[src/rtl/and_hpc1_masked_pipe.sv]
// and_hpc1_masked_pipe: HPC1 masked AND gadget, SHARES shares, stallable,
// valid-tracked, optional output register. Rising-edge clock_0, async reset_0 (low).
// Ports:
//   clock_0, reset_0     clock / async active-low reset
//   io_en                pipeline enable (0 = every flop holds)
//   io_in_valid          input operation valid
//   io_i0, io_i1         shares of operands a, b (bit i = share i)
//   p_rand               [NP-1:0] refresh, [2NP-1:NP] multiply randomness
//   io_o0                shares of c = a & b
//   io_out_valid         io_o0 holds a valid result
module and_hpc1_masked_pipe #(
  parameter int SHARES  = 5,
  parameter int OUT_REG = 0
) (
  input  logic                         clock_0,
  input  logic                         reset_0,
  input  logic                         io_en,
  input  logic                         io_in_valid,
  input  logic [SHARES-1:0]            io_i0,
  input  logic [SHARES-1:0]            io_i1,
  input  logic [SHARES*(SHARES-1)-1:0] p_rand,
  output logic [SHARES-1:0]            io_o0,
  output logic                         io_out_valid
);

  localparam int NP     = SHARES * (SHARES - 1) / 2;
  localparam int RAND_W = 2 * NP;
  localparam int VL     = 2 + ((OUT_REG != 0) ? 1 : 0);

  // lexicographic pair index of the unordered pair {i,j}
  function automatic int pidx(int i, int j);
    int lo;
    int hi;
    lo = (i < j) ? i : j;
    hi = (i < j) ? j : i;
    return lo * SHARES - lo * (lo + 1) / 2 + hi - lo - 1;
  endfunction

  logic [SHARES-1:0] v_d;
  logic [SHARES-1:0] a_q;
  logic [SHARES-1:0] v_q;
  logic [NP-1:0]     rm_q;

  logic [SHARES-1:0][SHARES-1:0] z_d;
  // each cross product stays its own flop so no glitch-combined
  // share pair ever reaches the compression tree
  (* keep = "true" *)
  logic [SHARES-1:0][SHARES-1:0] z_q;

  logic [SHARES-1:0] c;
  logic [VL-1:0]     vld_q;

  // refresh of b: each pair bit lands on both of its shares
  always_comb begin
    v_d = io_i1;
    for (int i = 0; i < SHARES; i++) begin
      for (int j = 0; j < SHARES; j++) begin
        if (j != i) begin
          v_d[i] = v_d[i] ^ p_rand[pidx(i, j)];
        end
      end
    end
  end

  always_ff @(posedge clock_0 or negedge reset_0) begin
    if (!reset_0) begin
      a_q  <= '0;
      v_q  <= '0;
      rm_q <= '0;
    end else if (io_en) begin
      a_q  <= io_i0;
      v_q  <= v_d;
      rm_q <= p_rand[RAND_W-1:NP];
    end
  end

  always_comb begin
    z_d = '0;
    for (int i = 0; i < SHARES; i++) begin
      for (int j = 0; j < SHARES; j++) begin
        if (i == j) begin
          z_d[i][j] = a_q[i] & v_q[j];
        end else begin
          z_d[i][j] = (a_q[i] & v_q[j]) ^ rm_q[pidx(i, j)];
        end
      end
    end
  end

  always_ff @(posedge clock_0 or negedge reset_0) begin
    if (!reset_0) begin
      z_q <= '0;
    end else if (io_en) begin
      z_q <= z_d;
    end
  end

  always_comb begin
    c = '0;
    for (int i = 0; i < SHARES; i++) begin
      for (int j = 0; j < SHARES; j++) begin
        c[i] = c[i] ^ z_q[i][j];
      end
    end
  end

  if (OUT_REG != 0) begin : g_oreg
    logic [SHARES-1:0] o_q;
    always_ff @(posedge clock_0 or negedge reset_0) begin
      if (!reset_0) begin
        o_q <= '0;
      end else if (io_en) begin
        o_q <= c;
      end
    end
    assign io_o0 = o_q;
  end else begin : g_comb
    assign io_o0 = c;
  end

  always_ff @(posedge clock_0 or negedge reset_0) begin
    if (!reset_0) begin
      vld_q <= '0;
    end else if (io_en) begin
      vld_q <= {vld_q[VL-2:0], io_in_valid};
    end
  end

  assign io_out_valid = vld_q[VL-1];

endmodule

[config.mk]
export PLATFORM = sky130hd
export DESIGN_NAME = and_hpc1_masked_pipe
export DESIGN_NICKNAME = d
export VERILOG_FILES = /design/src/rtl/and_hpc1_masked_pipe.sv
export SDC_FILE = /design/constraint.sdc
export NUM_CORES = 1
export LEC_CHECK = 0
export BUFFER_PORTS_ARGS = -buffer_cell sky130_fd_sc_hd__buf_2
export CELL_PAD_IN_SITES_DETAIL_PLACEMENT = 0
export CELL_PAD_IN_SITES_GLOBAL_PLACEMENT = 2
export CORE_ASPECT_RATIO = 0.7
export CORE_MARGIN = 10
export CORE_UTILIZATION = 38
export CTS_BUF_LIST = sky130_fd_sc_hd__clkbuf_4
export DETAILED_ROUTE_END_ITERATION = 7
export PLACE_DENSITY_LB_ADDON = 0.15
export SYNTH_ARGS = -nofsm -noshare
export SYNTH_HDL_FRONTEND = slang
export SYNTH_SLANG_ARGS = --single-unit
[constraint.sdc]
create_clock -name clock_0 -period 1.2 [get_ports clock_0]
set_input_delay 0.12 -clock clock_0 [delete_from_list [all_inputs] [get_ports clock_0]]
set_output_delay 0.12 -clock clock_0 [all_outputs]
set_load 0.005 [all_outputs]
# --- Word-level counts from Yosys, hierarchy flattened ---
# Cells that the tools add are included.
totals:
  ff_bits: 47
  wordCells: 94
op_classes:
  bitwise: 85
ops:
  columns: ["cell", "count"]
  rows:
  - ["1-bit XOR", 60]
  - ["1-bit AND", 25]

# --- Logic depth before layout (Yosys ltp) ---
logic_depth:
  word_depth: 4
  mapped_depth: 4
  ltp_nobuf: 3

# --- Least setup slack after synthesis ---
# OpenSTA, ideal clock, no wires.
synth_path:
  path_kind: "input to register"
  start: "input p_rand[0]"
  end: "register v_q[0]"
  setup_time_ns: 0.125
  arrival_time_ns: 0.861
  path_slack_ns: 0.214
  stages: 3
  n_path_buf: 0
  path_cell_list: "xnor3_1 > xnor2_1 > mux2_2"
synth_via:
  elab_chain_len: 4
synth_lines:
  columns: ["element", "line", "text"]
  rows:
  - ["start: declaration", "21", "input logic [SHARES*(SHARES-1)-1:0] p_rand,"]
  - ["1-bit XOR (4 in a row)", "59", "v_d[i] = v_d[i] ^ p_rand[pidx(i, j)];"]
  - ["end signal: assignment", "72", "v_q <= v_d;"]
  - ["end: declaration", "41", "logic [SHARES-1:0] v_q;"]
# No other way between the ends.
# A chain may end at the register's enable or synchronous reset.

# --- Worst setup path in the final report ---
layout_path:
  start: "register z_q[18] (netlist name)"
  end: "output io_o0[3]"
layout_via:
  elab_chain_len: 2
layout_lines:
  columns: ["element", "line", "text"]
  rows:
  - ["start: declaration", "48", "logic [SHARES-1:0][SHARES-1:0] z_q;"]
  - ["start signal: assignment", "94", "z_q <= z_d;"]
  - ["1-bit XOR (2 in a row)", "102", "c[i] = c[i] ^ z_q[i][j];"]
  - ["end: declaration", "22", "output logic [SHARES-1:0] io_o0,"]
# No other way between the ends.

==> impl_metrics.yaml <==
timing:
  setup_viol: 5
  worst_slack_ns: -0.319
  whs_ns: 0.211
  tightest_slew_ns: 0.293
  fmax_mhz: 658
  finalCritPeriodShare_pct: 127
  rsz0062_at_grt: "yes"
  slew_viol_final: 0
  fin_skew_ns: 0.00307
  fin_crit_ns: 1.52
  finalHoldViolCount: 0
  slew_headroom_pct: 80.5
die:
  initial_core_util_pct: 39.9
  die_y_um: 85.5
  die_w_um: 114
  ios: 40
  rows: 23
  coreArea_um2: 5840
  die_area_um2: 9710
worst_setup_path:
  worstPathMaxFanout: 2
  path_class: "register to output pin"
  slowest_delay_ns: 0.43
  endpoint: "io_o0[3]"
  cpMostUsedCell: "xnor2_2"
  cp_top_family: "XOR/XNOR gates"
  crit_chain: "xnor2_2 > xnor2_2 > xnor2_1 > buf_2"
  critPathArrivalTime_ns: 1.40
  r2r_slack_ns: 0.18
  crit_cells: 4
  startpoint_type: "register"
  r2r-start: "v_q[2]$_DFFE_PN0P_"
  cp.buffers_inverters: 1
  worstPathRequired_ns: 1.08
  r2r_cells: 3
  crit_start: "z_q[18]$_DFFE_PN0P_"
  crit_path_top_delay_cell: "dfrtp_1"
  cp-end-kind: "output pin"
  reg2reg_to: "z_q[7]$_DFFE_PN0P_"
place:
  numPortBuffers: 39
  placed_cells: 318
  place_congestion: 0.672
  pre_cts_slack_ns: 0.0341
  place_area_um2: 2650
  dp_hpwl_um: 3430
cts:
  cts_buffers: 5
  clock_latency_ns: 0.35
  cts_tree: "done"
  clkTransAtPathRegs_ns: 0.12
  htreeDepth: 2
  clock_sinks: 47
  ctsLongestPathBuffers: 2
  cts-root-buf: "clkbuf_4"
global_routing:
  grt_max_degree: 48
  antenna_found_initial: 0
  grt_pass1_wl_um: 8590
  grt_pass1_vias: 1635
  grt_use_total_pct: 10.8
  overflow: 0
finish:
  nFillCells: 560
  layout-drive-gt1-share_pct: 30.1
  fin_area_um2: 2930
  syn2layout_area_growth_pct: 25.7
  antennaDiodeCount: 0
  nNetsFinal: 304
  stdcell_count: 344
synth:
  synth_area_leader_cell: "dfrtp_1"
  synthTopCellsByArea: "dfrtp_1, mux2_2, xnor2_1, xor2_1, xnor3_1"
  syn_nets: 241
  yosysWarnings: 0
  ys_seq_elements: 47
  syn_area_um2: 2330
  synthCells: 207
  avgSynthCellArea_um2: 11.3
  synth_top_area_share_pct: 50.5
  ys_types: 14
  ys_seq_area_share_pct: 50.5
pwr:
  power_density_nw_per_um2: 1560
  swShare_pct: 32.2
  worst_ir_drop_vdd_v: 0.000806
  p_switching_uw: 1470
  internal_power_uw: 3100
  power_frac_comb_pct: 35.6
  p_total_uw: 4580
  leakagePower_uw: 0.00132
  p_seq_share_pct: 49.2
  p_clk_share_pct: 15.3
drt:
  first_pass_iters: 4
  drt-wirelength-per-cell_um: 14.1
  post-route-drc-count: 0
  via_count: 1572
  vias_per_cell: 4.57
  drtIter0Drc: 43
  ant_nets: 0
  routed_wl_um: 4850
run_status:
  violations: "negative setup slack"
  status: "complete, but fails checks"
hold_path:
  hold_path.class: "primary input to register"
run:
  max-cap-violations: 0
[timing repair]
item	in CTS	in global routing
pin swaps	7	7
setup endpoints to repair	5	5
hold endpoints to repair	63	0
buffers inserted	1	2
hold buffers	17	0
resized for setup	1	5
[tightest hold or removal path: stages]
cell and delay [ns]:
buf_2 0.08, xor2_1 0.07, xnor2_1 0.14, mux2_2 0.13
[worst min-delay path by stage]
| stage | slack, ns | to | from | cells past startpoint |
|---|---|---|---|---|
| after floorplan | -0.18 | a_q[0]$_DFFE_PN0P_ | reset_0 | 0 |
| after CTS | 0.21 | v_q[0]$_DFFE_PN0P_ | io_i1[0] | 4 |
| final | 0.21 | v_q[0]$_DFFE_PN0P_ | io_i1[0] | 4 |
| after detailed placement | 0.13 | v_q[0]$_DFFE_PN0P_ | reset_0 | 2 |
| after global routing | 0.21 | v_q[0]$_DFFE_PN0P_ | io_i1[0] | 4 |
| after global placement | 0.13 | v_q[3]$_DFFE_PN0P_ | reset_0 | 2 |
[state kept, by name (all words and copies together) (netlist names)]
register / count
a_q: 5
vld_q: 2
rm_q: 10
v_q: 5
z_q: 25
[metrics by stage]
step	utilization, %	setup TNS (ns)
global route	50.1	-2.03
floorplan	-	0
CTS	49.2	-1.62
detailed placement	45.3	0
finish	50.1	-1.48
global placement	45.3	0
[synth_stat cells, drive strengths merged]
| library cell | number |
|---|---|
| a21oi | 20 |
| buf | 6 |
| dfrtp | 47 |
| clkbuf | 2 |
| xnor3 | 5 |
| o21ai | 5 |
| nor2 | 20 |
| inv | 5 |
| nand3 | 5 |
| xnor2 | 25 |
| mux2 | 22 |
| nand2 | 20 |
| xor2 | 25 |
[area by class of cell]
| cell class | count | area, um2 | area share [%] |
|---|---|---|---|
| repair buffers | 64 | 450 | 15.4 |
| clock buffers | 6 | 45.0 | 1.54 |
| well taps | 75 | 93.8 | 3.21 |
| inverters | 5 | 18.8 | 0.641 |
| flip-flops and latches | 47 | 1180 | 40.2 |
| multi-input cells | 147 | 1140 | 39.1 |
[power by group through the flow]
stage	sequential, uW	clock (uW)	combinational [uW]
after global placement	2260	0	1500
final	2250	700	1630
after floorplan	2140	0	1080
after detailed placement	2270	0	1510
after global routing	2300	801	1850
after CTS	2240	738	1580
[layer usage]
| metal | vias to the layer above | wire [um] | track usage, % |
|---|---|---|---|
| met5 | - | 0 | 0 |
| met4 | 0 | 48 | 2.76 |
| met1 | 739 | 2460 | 15.2 |
| li1 | 799 | - | - |
| met2 | 26 | 2100 | 15.4 |
| met3 | 8 | 235 | 3.69 |
[layout by cell type (no fill, tap or decap), types with 17 or more instances in the layout]
cell,count
nor2_1,20
mux2_2,22
dfrtp_1,47
xnor2_1,19
xor2_1,25
buf_2,39
nand2_1,20
a21oi_1,20
dlygate4sd3_1,17
[kinds of logic (layout without fill, tap and decap cells)]
| kind of cell | after synthesis | after routing | synth area share (%) |
|---|---|---|---|
| AOI/OAI and AO/OA | 25 | 25 | 5.37 |
| xor gates and xnor gates | 55 | 55 | 23.6 |
| buffers and inverters | 13 | 75 | 2.36 |
| DFF | 47 | 47 | 50.5 |
| muxes | 22 | 22 | 10.6 |
| and+or+nand+nor | 45 | 45 | 7.52 |
Note: power is estimated with default switching activity, not from simulation.
